--- src/rtl/mc_pkg.sv ---
// Shared types and encodings for the multicycle RV32I-subset controller.
// Imported by the FSM top and the ALU decoder.
package mc_pkg;

    typedef enum logic [3:0] {
        S_FETCH    = 4'd0,
        S_DECODE   = 4'd1,
        S_MEMADR   = 4'd2,
        S_MEMREAD  = 4'd3,
        S_MEMWB    = 4'd4,
        S_MEMWRITE = 4'd5,
        S_EXECR    = 4'd6,
        S_EXECI    = 4'd7,
        S_ALUWB    = 4'd8,
        S_JAL      = 4'd9,
        S_BEQ      = 4'd10
    } state_t;

    localparam logic [6:0] OP_LW  = 7'b0000011;
    localparam logic [6:0] OP_SW  = 7'b0100011;
    localparam logic [6:0] OP_R   = 7'b0110011;
    localparam logic [6:0] OP_I   = 7'b0010011;
    localparam logic [6:0] OP_JAL = 7'b1101111;
    localparam logic [6:0] OP_BEQ = 7'b1100011;

    localparam logic [1:0] ALUOP_ADD   = 2'b00;
    localparam logic [1:0] ALUOP_SUB   = 2'b01;
    localparam logic [1:0] ALUOP_FUNCT = 2'b10;

    localparam logic [2:0] ALUC_ADD = 3'b000;
    localparam logic [2:0] ALUC_SUB = 3'b001;
    localparam logic [2:0] ALUC_AND = 3'b010;
    localparam logic [2:0] ALUC_OR  = 3'b011;
    localparam logic [2:0] ALUC_SLT = 3'b101;

    localparam logic [1:0] IMM_I = 2'b00;
    localparam logic [1:0] IMM_S = 2'b01;
    localparam logic [1:0] IMM_B = 2'b10;
    localparam logic [1:0] IMM_J = 2'b11;

    localparam logic [1:0] RES_ALUOUT = 2'b00;
    localparam logic [1:0] RES_DATA   = 2'b01;
    localparam logic [1:0] RES_ALURES = 2'b10;

    localparam logic [1:0] SRCA_PC    = 2'b00;
    localparam logic [1:0] SRCA_OLDPC = 2'b01;
    localparam logic [1:0] SRCA_RD1   = 2'b10;

    localparam logic [1:0] SRCB_WD   = 2'b00;
    localparam logic [1:0] SRCB_IMM  = 2'b01;
    localparam logic [1:0] SRCB_FOUR = 2'b10;

    function automatic logic op_supported(input logic [6:0] op);
        return (op == OP_LW) || (op == OP_SW) || (op == OP_R) ||
               (op == OP_I) || (op == OP_JAL) || (op == OP_BEQ);
    endfunction

endpackage

--- src/rtl/multicycle_controller_alu_dec.sv ---
// ALU decoder: maps ALUOp plus instruction function fields to ALUControl.
// Pure combinational; subtraction only for R-type with funct7b5 set.
import mc_pkg::*;

module mc_alu_dec (
    input  logic [1:0] i_alu_op,
    input  logic [2:0] i_funct3,
    input  logic       i_op5,
    input  logic       i_funct7b5,
    output logic [2:0] o_alu_control
);

    logic w_rtype_sub;

    assign w_rtype_sub = i_op5 & i_funct7b5;

    always_comb begin
        o_alu_control = ALUC_ADD;
        case (i_alu_op)
            ALUOP_ADD: o_alu_control = ALUC_ADD;
            ALUOP_SUB: o_alu_control = ALUC_SUB;
            ALUOP_FUNCT: begin
                case (i_funct3)
                    3'b000:  o_alu_control = w_rtype_sub ? ALUC_SUB
                                                         : ALUC_ADD;
                    3'b010:  o_alu_control = ALUC_SLT;
                    3'b110:  o_alu_control = ALUC_OR;
                    3'b111:  o_alu_control = ALUC_AND;
                    default: o_alu_control = ALUC_ADD;
                endcase
            end
            default: o_alu_control = ALUC_ADD;
        endcase
    end

endmodule

--- src/rtl/multicycle_controller.sv ---
// Sequencing FSM for the multicycle RV32I-subset datapath with a
// stallable shared memory (mem_ready handshake).
import mc_pkg::*;

module multicycle_controller #(
    parameter state_t RESET_STATE = S_FETCH
) (
    input  logic       clk,
    input  logic       reset,
    input  logic [6:0] op,
    input  logic [2:0] funct3,
    input  logic       funct7b5,
    input  logic       zero,
    input  logic       mem_ready,
    output logic       PCWrite,
    output logic       AdrSrc,
    output logic       MemWrite,
    output logic       IRWrite,
    output logic [1:0] ResultSrc,
    output logic [1:0] ALUSrcA,
    output logic [1:0] ALUSrcB,
    output logic       RegWrite,
    output logic [1:0] ImmSrc,
    output logic [2:0] ALUControl,
    output logic       instr_done,
    output logic       illegal_instr
);

    state_t     r_state;

    logic       w_pc_update;
    logic       w_branch;
    logic       w_ir_write;
    logic       w_mem_write;
    logic       w_reg_write;
    logic       w_done;
    logic       w_illegal;
    logic       w_adr_src;
    logic [1:0] w_result_src;
    logic [1:0] w_src_a;
    logic [1:0] w_src_b;
    logic [1:0] w_alu_op;
    logic [1:0] w_imm_src;
    logic       w_op_ok;

    assign w_op_ok = op_supported(op);

    always_ff @(posedge clk) begin
        if (reset) begin
            r_state <= RESET_STATE;
        end else begin
            case (r_state)
                S_FETCH:    if (mem_ready) r_state <= S_DECODE;
                S_DECODE: begin
                    if (op == OP_LW || op == OP_SW) r_state <= S_MEMADR;
                    else if (op == OP_R)            r_state <= S_EXECR;
                    else if (op == OP_I)            r_state <= S_EXECI;
                    else if (op == OP_JAL)          r_state <= S_JAL;
                    else if (op == OP_BEQ)          r_state <= S_BEQ;
                    else                            r_state <= S_FETCH;
                end
                S_MEMADR:   r_state <= op[5] ? S_MEMWRITE : S_MEMREAD;
                S_MEMREAD:  if (mem_ready) r_state <= S_MEMWB;
                S_MEMWB:    r_state <= S_FETCH;
                S_MEMWRITE: if (mem_ready) r_state <= S_FETCH;
                S_EXECR:    r_state <= S_ALUWB;
                S_EXECI:    r_state <= S_ALUWB;
                S_ALUWB:    r_state <= S_FETCH;
                S_JAL:      r_state <= S_ALUWB;
                S_BEQ:      r_state <= S_FETCH;
                default:    r_state <= S_FETCH;
            endcase
        end
    end

    always_comb begin
        w_pc_update  = 1'b0;
        w_branch     = 1'b0;
        w_ir_write   = 1'b0;
        w_mem_write  = 1'b0;
        w_reg_write  = 1'b0;
        w_done       = 1'b0;
        w_illegal    = 1'b0;
        w_adr_src    = 1'b0;
        w_result_src = RES_ALUOUT;
        w_src_a      = SRCA_PC;
        w_src_b      = SRCB_WD;
        w_alu_op     = ALUOP_ADD;
        case (r_state)
            S_FETCH: begin
                w_src_b      = SRCB_FOUR;
                w_result_src = RES_ALURES;
                w_ir_write   = mem_ready;
                w_pc_update  = mem_ready;
            end
            S_DECODE: begin
                w_src_a   = SRCA_OLDPC;
                w_src_b   = SRCB_IMM;
                w_illegal = ~w_op_ok;
                w_done    = ~w_op_ok;
            end
            S_MEMADR: begin
                w_src_a = SRCA_RD1;
                w_src_b = SRCB_IMM;
            end
            S_MEMREAD: w_adr_src = 1'b1;
            S_MEMWB: begin
                w_result_src = RES_DATA;
                w_reg_write  = 1'b1;
                w_done       = 1'b1;
            end
            S_MEMWRITE: begin
                w_adr_src   = 1'b1;
                w_mem_write = 1'b1;
                w_done      = mem_ready;
            end
            S_EXECR: begin
                w_src_a  = SRCA_RD1;
                w_alu_op = ALUOP_FUNCT;
            end
            S_EXECI: begin
                w_src_a  = SRCA_RD1;
                w_src_b  = SRCB_IMM;
                w_alu_op = ALUOP_FUNCT;
            end
            S_ALUWB: begin
                w_reg_write = 1'b1;
                w_done      = 1'b1;
            end
            S_JAL: begin
                w_src_a     = SRCA_OLDPC;
                w_src_b     = SRCB_FOUR;
                w_pc_update = 1'b1;
            end
            S_BEQ: begin
                w_src_a  = SRCA_RD1;
                w_alu_op = ALUOP_SUB;
                w_branch = 1'b1;
                w_done   = 1'b1;
            end
            default: ;
        endcase
    end

    always_comb begin
        unique case (1'b1)
            (op == OP_SW):  w_imm_src = IMM_S;
            (op == OP_BEQ): w_imm_src = IMM_B;
            (op == OP_JAL): w_imm_src = IMM_J;
            default:        w_imm_src = IMM_I;
        endcase
    end

    mc_alu_dec u_alu_dec (
        .i_alu_op      (w_alu_op),
        .i_funct3      (funct3),
        .i_op5         (op[5]),
        .i_funct7b5    (funct7b5),
        .o_alu_control (ALUControl)
    );

    // Write enables and pulses are squashed while reset is held so an
    // abandoned instruction never commits state.
    assign PCWrite       = ~reset & ((w_branch & zero) | w_pc_update);
    assign IRWrite       = ~reset & w_ir_write;
    assign MemWrite      = ~reset & w_mem_write;
    assign RegWrite      = ~reset & w_reg_write;
    assign instr_done    = ~reset & w_done;
    assign illegal_instr = ~reset & w_illegal;
    assign AdrSrc        = w_adr_src;
    assign ResultSrc     = w_result_src;
    assign ALUSrcA       = w_src_a;
    assign ALUSrcB       = w_src_b;
    assign ImmSrc        = w_imm_src;

endmodule

--- config.mk ---
export PLATFORM = sky130hd
export DESIGN_NAME = multicycle_controller
export DESIGN_NICKNAME = d
export VERILOG_FILES = /design/src/rtl/mc_pkg.sv /design/src/rtl/multicycle_controller_alu_dec.sv /design/src/rtl/multicycle_controller.sv
export SDC_FILE = /design/constraint.sdc
export NUM_CORES = 1
export LEC_CHECK = 0
export CAP_MARGIN = 20
export CORE_UTILIZATION = 41
export DETAILED_ROUTE_END_ITERATION = 7
export PLACE_DENSITY_LB_ADDON = 0.12
export SLEW_MARGIN = 10
export SYNTH_ARGS = -nofsm -noshare
export SYNTH_HDL_FRONTEND = slang
export SYNTH_SLANG_ARGS = --single-unit
--- constraint.sdc ---
create_clock -name clk -period 2.4 [get_ports clk]
set_input_delay 0.36 -clock clk [delete_from_list [all_inputs] [get_ports clk]]
set_output_delay 0.36 -clock clk [all_outputs]
set_load 0.005 [all_outputs]
[Yosys cells after proc, flatten, opt, wreduce, memory -nomap -nowiden]
Index checks and enable logic that the tools add are counted.
Cells by class
  equal/unequal tests: 24
  muxes and demuxes: 26
  bitwise logic cells: 11
  reduce and logical (&&, ||, !) cells: 17
Operators with widths (count)
  4-bit two-way mux: 8
  4-bit one-hot mux with 6 select lines: 1
  4-bit by 3-bit equality test with 1-bit output, second input constant: 4
  2-bit one-hot mux with 2 select lines: 4
  7-bit by 6-bit equality test with 1-bit output, second input constant: 2
  7-bit equality test, second input constant: 2
  4-bit equality test, second input constant: 3
  3-bit one-hot mux with 4 select lines: 1
  2-bit OR reduction: 5
  3-bit OR reduction: 3
  1-bit AND: 8
  4-bit by 2-bit equality test with 1-bit output, second input constant: 2
  7-bit by 2-bit equality test with 1-bit output, second input constant: 1
  7-bit by 5-bit equality test with 1-bit output, second input constant: 1
  1-bit two-way mux: 7
  3-bit equality test, second input constant: 2
  2-bit inequality test, second input constant: 3
  2-bit one-hot mux with 3 select lines: 1
  3-bit one-hot mux with 2 select lines: 1
  1-bit logical OR: 5
  4-bit by 1-bit equality test with 1-bit output, second input constant: 1
  4-bit logical NOT: 1
  4-bit OR reduction: 1
  3-bit by 2-bit equality test with 1-bit output, second input constant: 1
  9 further kinds: 10
Storage, ports and cells
  flip-flop bits (word level): 4
  output and inout bits: 18
  input port bits: 15
  logic and storage cells: 79

[Depth between registers and ports, before layout]
  word-level depth: 9
  mapped depth: 7

[By module]
Synthesis repeated with hierarchy kept, for this count alone.
Second synthesis, totals
  cell total of the unflattened synthesis: 95
  area, all modules: 691.9 µm²
Modules (own cells, without submodules)
  multicycle_controller: area each 595.6 µm², cells an instance 84, instances 1
  mc_alu_dec: area each 96.3 µm², cells an instance 11, instances 1

[Least setup slack after synthesis]
Ideal clock, no wire load.
  path kind: register to output
  start point: register r_state[2]
  end point: output ALUControl[2]
  data arrival time: 1.424 ns
  setup slack: 0.616 ns
  cell stages (with the launch flop): 7
  path through: dfxtp_1 -> clkbuf_1 -> buf_2 -> nand3_1 -> inv_1 -> ha_1 -> nor4_1
Between the ends
  cells in the longest elaborated chain, start to end: 5
  elaborated cells on any way between the ends: 8
  classes of those cells: eq/ne: 5; mux: 2; reduce/logical: 1
RTL lines
  start: declaration: line multicycle_controller.sv:29  | state_t r_state;
  start signal: assignment: line multicycle_controller.sv:62  | S_MEMADR: r_state <= op[5] ? S_MEMWRITE : S_MEMREAD;
  4-bit by 3-bit equality test with 1-bit output: line multicycle_controller.sv:89  | case (r_state)
  2-bit OR reduction (no source line)
  2-bit one-hot mux with 2 select lines (*): line multicycle_controller.sv:89
  2-bit equality test / 2-bit by 1-bit equality test with 1-bit output (equally long branches): line multicycle_controller_alu_dec.sv:19  | case (i_alu_op)
  3-bit one-hot mux with 2 select lines (*): line multicycle_controller_alu_dec.sv:19
  end: declaration: line multicycle_controller.sv:24  | output logic [2:0] ALUControl,
Mark *: on every way between the ends. The rest lies on a longest branch, timed or not.

[Worst setup path in the final report]
  start point: input op[3]
  end point: output illegal_instr
Between the ends
  cells in the longest elaborated chain, start to end: 9
  elaborated cells on any way between the ends: 14
  classes of those cells: eq/ne: 6; mux: 1; bitwise: 2; reduce/logical: 5
RTL lines
  start: declaration: line multicycle_controller.sv:10  | input logic [6:0] op,
  7-bit by 2-bit equality test with 1-bit output / 7-bit by 6-bit equality test with 1-bit output (equally long branches): line mc_pkg.sv:54  | return (op == OP_LW) || (op == OP_SW) || (op == OP_R) ||
  1-bit logical OR (3 in a row): line mc_pkg.sv:54
  1-bit logical OR: line mc_pkg.sv:55  | (op == OP_I) || (op == OP_JAL) || (op == OP_BEQ);
  1-bit logical OR (*): line mc_pkg.sv:55
  1-bit inverter (*): line multicycle_controller.sv:99  | w_illegal = ~w_op_ok;
  1-bit two-way mux (*): line multicycle_controller.sv:89
  1-bit AND (*): line multicycle_controller.sv:169  | assign illegal_instr = ~reset & w_illegal;
  end: declaration: line multicycle_controller.sv:26  | output logic illegal_instr
Marked as above.

==> flow_summary_export.csv <==
group,metric,value,unit
run_status,outcome,"finished clean",
synthesis,async_flop_share,0,%
global_route,grtUsageTotal,26.8,%
finish,num_antenna_cells,0,
route,finalWirelength,2330,um
critical_path,startpoint_type,"input pin",
synthesis,synth_top_area_share,12.7,%
global_route,grt_pass1_wl,3100,um
timing,whs,0.583,ns
timing,finalSetupTns,0,ns
timing,finalMaxSlewViolations,0,
finish,fin_nets,152,
synthesis,synth_cells,90,
timing,finalCriticalPeriod,2.40,ns
synthesis,synth_edf_count,0,
die,die_area,0.00170,mm^2
finish,final_cells,148,
critical_path,crit_slowest_cell,"clkdlybuf4s50_1",
route,vias,862,
finish,fin_util,82.1,%
clock_network,htreeDepth,1,
finish,largest_reg_flops,4,
finish,top_regs,"r_state (4)",
clock_network,clk_pin_slew_worst_paths,0.04,ns
global_route,grt_pass1_vias,711,
critical_path,cp_max_fo,4,
place,port_buffers,32,
place,finalWeightedCongestion,0.905,
critical_path,crit_path_max_incr_delay,0.49,ns
synthesis,yosysTopAreaCell,"dfxtp_1",
power_and_ir_drop,power_density,257,mW/mm^2
synthesis,ys_ff_latch,4,
die,io_pins,33,
finish,area_growth,77.6,%
critical_path,crit_top_cell,"clkdlybuf4s50_1",
route,dr.first_iter.drc_count,28,
die,die_w,41.3,um
global_route,overflow,0,
critical_path,crit_path_end_kind,"output pin",
timing,finalCritPeriodShare,100,%
finish,fill_cells,87,
synthesis,syn-num-nets,107,
hold_path,hp-class,"flop to flop",
synthesis,avgSynthCellArea,7.02,um^2
synthesis,yosysSeqAreaShare,12.7,%
timing,max_slew_margin,71.9,%
critical_path,path_depth,7,
synthesis,synthTopCellsByArea,"dfxtp_1, nor3b_1, a21oi_1, nor2_1, buf_2",
run,maxCapViolations,0,
clock_network,root_buffer,"clkbuf_4",
critical_path,cp.required,2.04,ns
clock_network,clkSinkCount,4,
global_route,antenna_found_initial,0,
power_and_ir_drop,vdd_drop_max,283,uV
route,vias_per_cell,5.82,
finish,final_layout_size_suffix_gt1_share,26.3,%
clock_network,tritoncts,"done",
timing,worstMarginPinSlew,0.418,ns
clock_network,cts_hold_buf,0,
route,drt-pass1-iter-count,4,
place,dp_cells,144,
timing,fin_skew,0.000710,ns
place,place_area,0.00104,mm^2
route,antenna_left,0,
critical_path,cp_num_buf_inv,3,
critical_path,cp_top_family,"buffers and inverters",
route,wl_per_cell,15.7,um
timing,finalSetupViolCount,0,
hold_path,whs_path_depth,2,
die,core,0.00137,mm^2
place,place_ws,-0.0384,ns
timing,timing.final.ws_setup,0.000276,ns
finish,regMostFlops,"r_state",
die,die_y,41.3,um
critical_path,crit_chain,"clkdlybuf4s50_1, buf_4, nand3_2, nor2_2, o21bai_1, and2_1, clkdlybuf4s50_1",
die,start_util,46.2,%
global_route,grt_max_degree,16,
synthesis,synthFlopType,"dfxtp_1",
synthesis,yosysUniqueCellTypes,36,
finish,final_area,0.00112,mm^2
timing,fmax,417,MHz
critical_path,reg2reg_depth,5,
place,post-dp-hpwl,1650,um
power_and_ir_drop,fin_total_pwr,0.288,mW
clock_network,cts-buffers-inserted,3,
synthesis,syn-cell-area,632,um^2
die,rows,13,
critical_path,arrival,2.04,ns
route,drcViolationCount,0,
synthesis,yosysWarnings,0,
clock_network,cts.path.max_buffers,2,
clock_network,clock_latency,0.22,ns
power_and_ir_drop,p_leak,0.461,nW
critical_path,crit_type,"input pin to output pin",
timing,hold_viol_final,0,
-- area by class of cell --
class / instances / area [um^2] / share of cell area [%]
multi-input cells: 73 / 539 / 48.0
repair buffers: 47 / 438 / 39.0
inverters: 6 / 22.5 / 2.01
flip-flops and latches: 4 / 81.3 / 7.25
clock buffers: 3 / 22.5 / 2.01
well taps: 15 / 18.8 / 1.67
-- per-layer routing --
layer	global-route usage, %	wire length, um	vias up
met5	0	0	-
met3	1.09	110	2
li1	-	-	415
met1	33.7	964	406
met4	3.23	18	0
met2	50.8	1240	39
-- worst register-to-register path, cell delays in order (launching register included) --
cell and delay, ns:
dfxtp_2 0.37, buf_4 0.19, nor3b_1 0.14, a311o_1 0.32, a22oi_2 0.20, nor3_2 0.06
-- power breakdown --
group | switching [mW] | total [mW] | leakage [nW] | internal [mW]
clock network | 0.0222 | 0.0778 | 0.0138 | 0.0556
logic | 0.0612 | 0.140 | 0.415 | 0.0787
registers | 0.00154 | 0.0705 | 0.0330 | 0.0689
total | 0.0849 | 0.288 | 0.461 | 0.203
-- Yosys cell counts (3+ instances only) --
| library cell | n |
|---|---|
| nand2_1 | 4 |
| dfxtp_1 | 4 |
| nor2b_1 | 4 |
| nor3b_1 | 5 |
| a21oi_1 | 7 |
| inv_1 | 6 |
| nor3_1 | 5 |
| o21ai_0 | 3 |
| nor2_1 | 8 |
| buf_2 | 5 |
| nand3_1 | 4 |
| nor4_1 | 3 |
-- placed cells by master (no fill, tap or decap), types with 3 or more instances in the layout --
cell type / Yosys / final
nor3b_1: 5 / 5
nor2_1: 8 / 6
o21ai_0: 3 / 3
inv_1: 6 / 6
nor3_1: 5 / 5
nand3_1: 4 / 3
nor2b_1: 4 / 3
buf_4: 0 / 15
nand2_1: 4 / 4
a21oi_1: 7 / 7
clkbuf_4: 0 / 3
clkdlybuf4s50_1: 0 / 30
dfxtp_1: 4 / 3
-- cell families (layout without fill, tap and decap cells) --
| group | after synthesis | in the layout | share of synthesized area, % |
|---|---|---|---|
| XOR/XNOR | 3 | 3 | 4.16 |
| AND/OR/NAND/NOR | 44 | 44 | 43.2 |
| flip-flops | 4 | 4 | 12.7 |
| buffers and inverters | 13 | 56 | 8.71 |
| adder cells (fa/ha/maj) | 2 | 2 | 3.96 |
| AO/OA/AOI/OAI | 24 | 24 | 27.3 |
-- final timing paths --
path                    from            end  slack [ns]
setup / recovery       op[3]  illegal_instr      0.0003
hold / removal    r_state[2]     r_state[3]        0.58
setup reg to reg  r_state[1]     r_state[0]        1.00
hold reg to reg   r_state[2]     r_state[3]        0.58
-- what timing repair did --
item | in CTS | in global routing
setup buffers | 0 | 1
setup endpoints to repair | 4 | 6
endpoints found under the hold margin | 0 | 0
gates resized for setup | 3 | 10
pin swaps | 0 | 2
No activity file was read; power rests on OpenSTA's default activity.
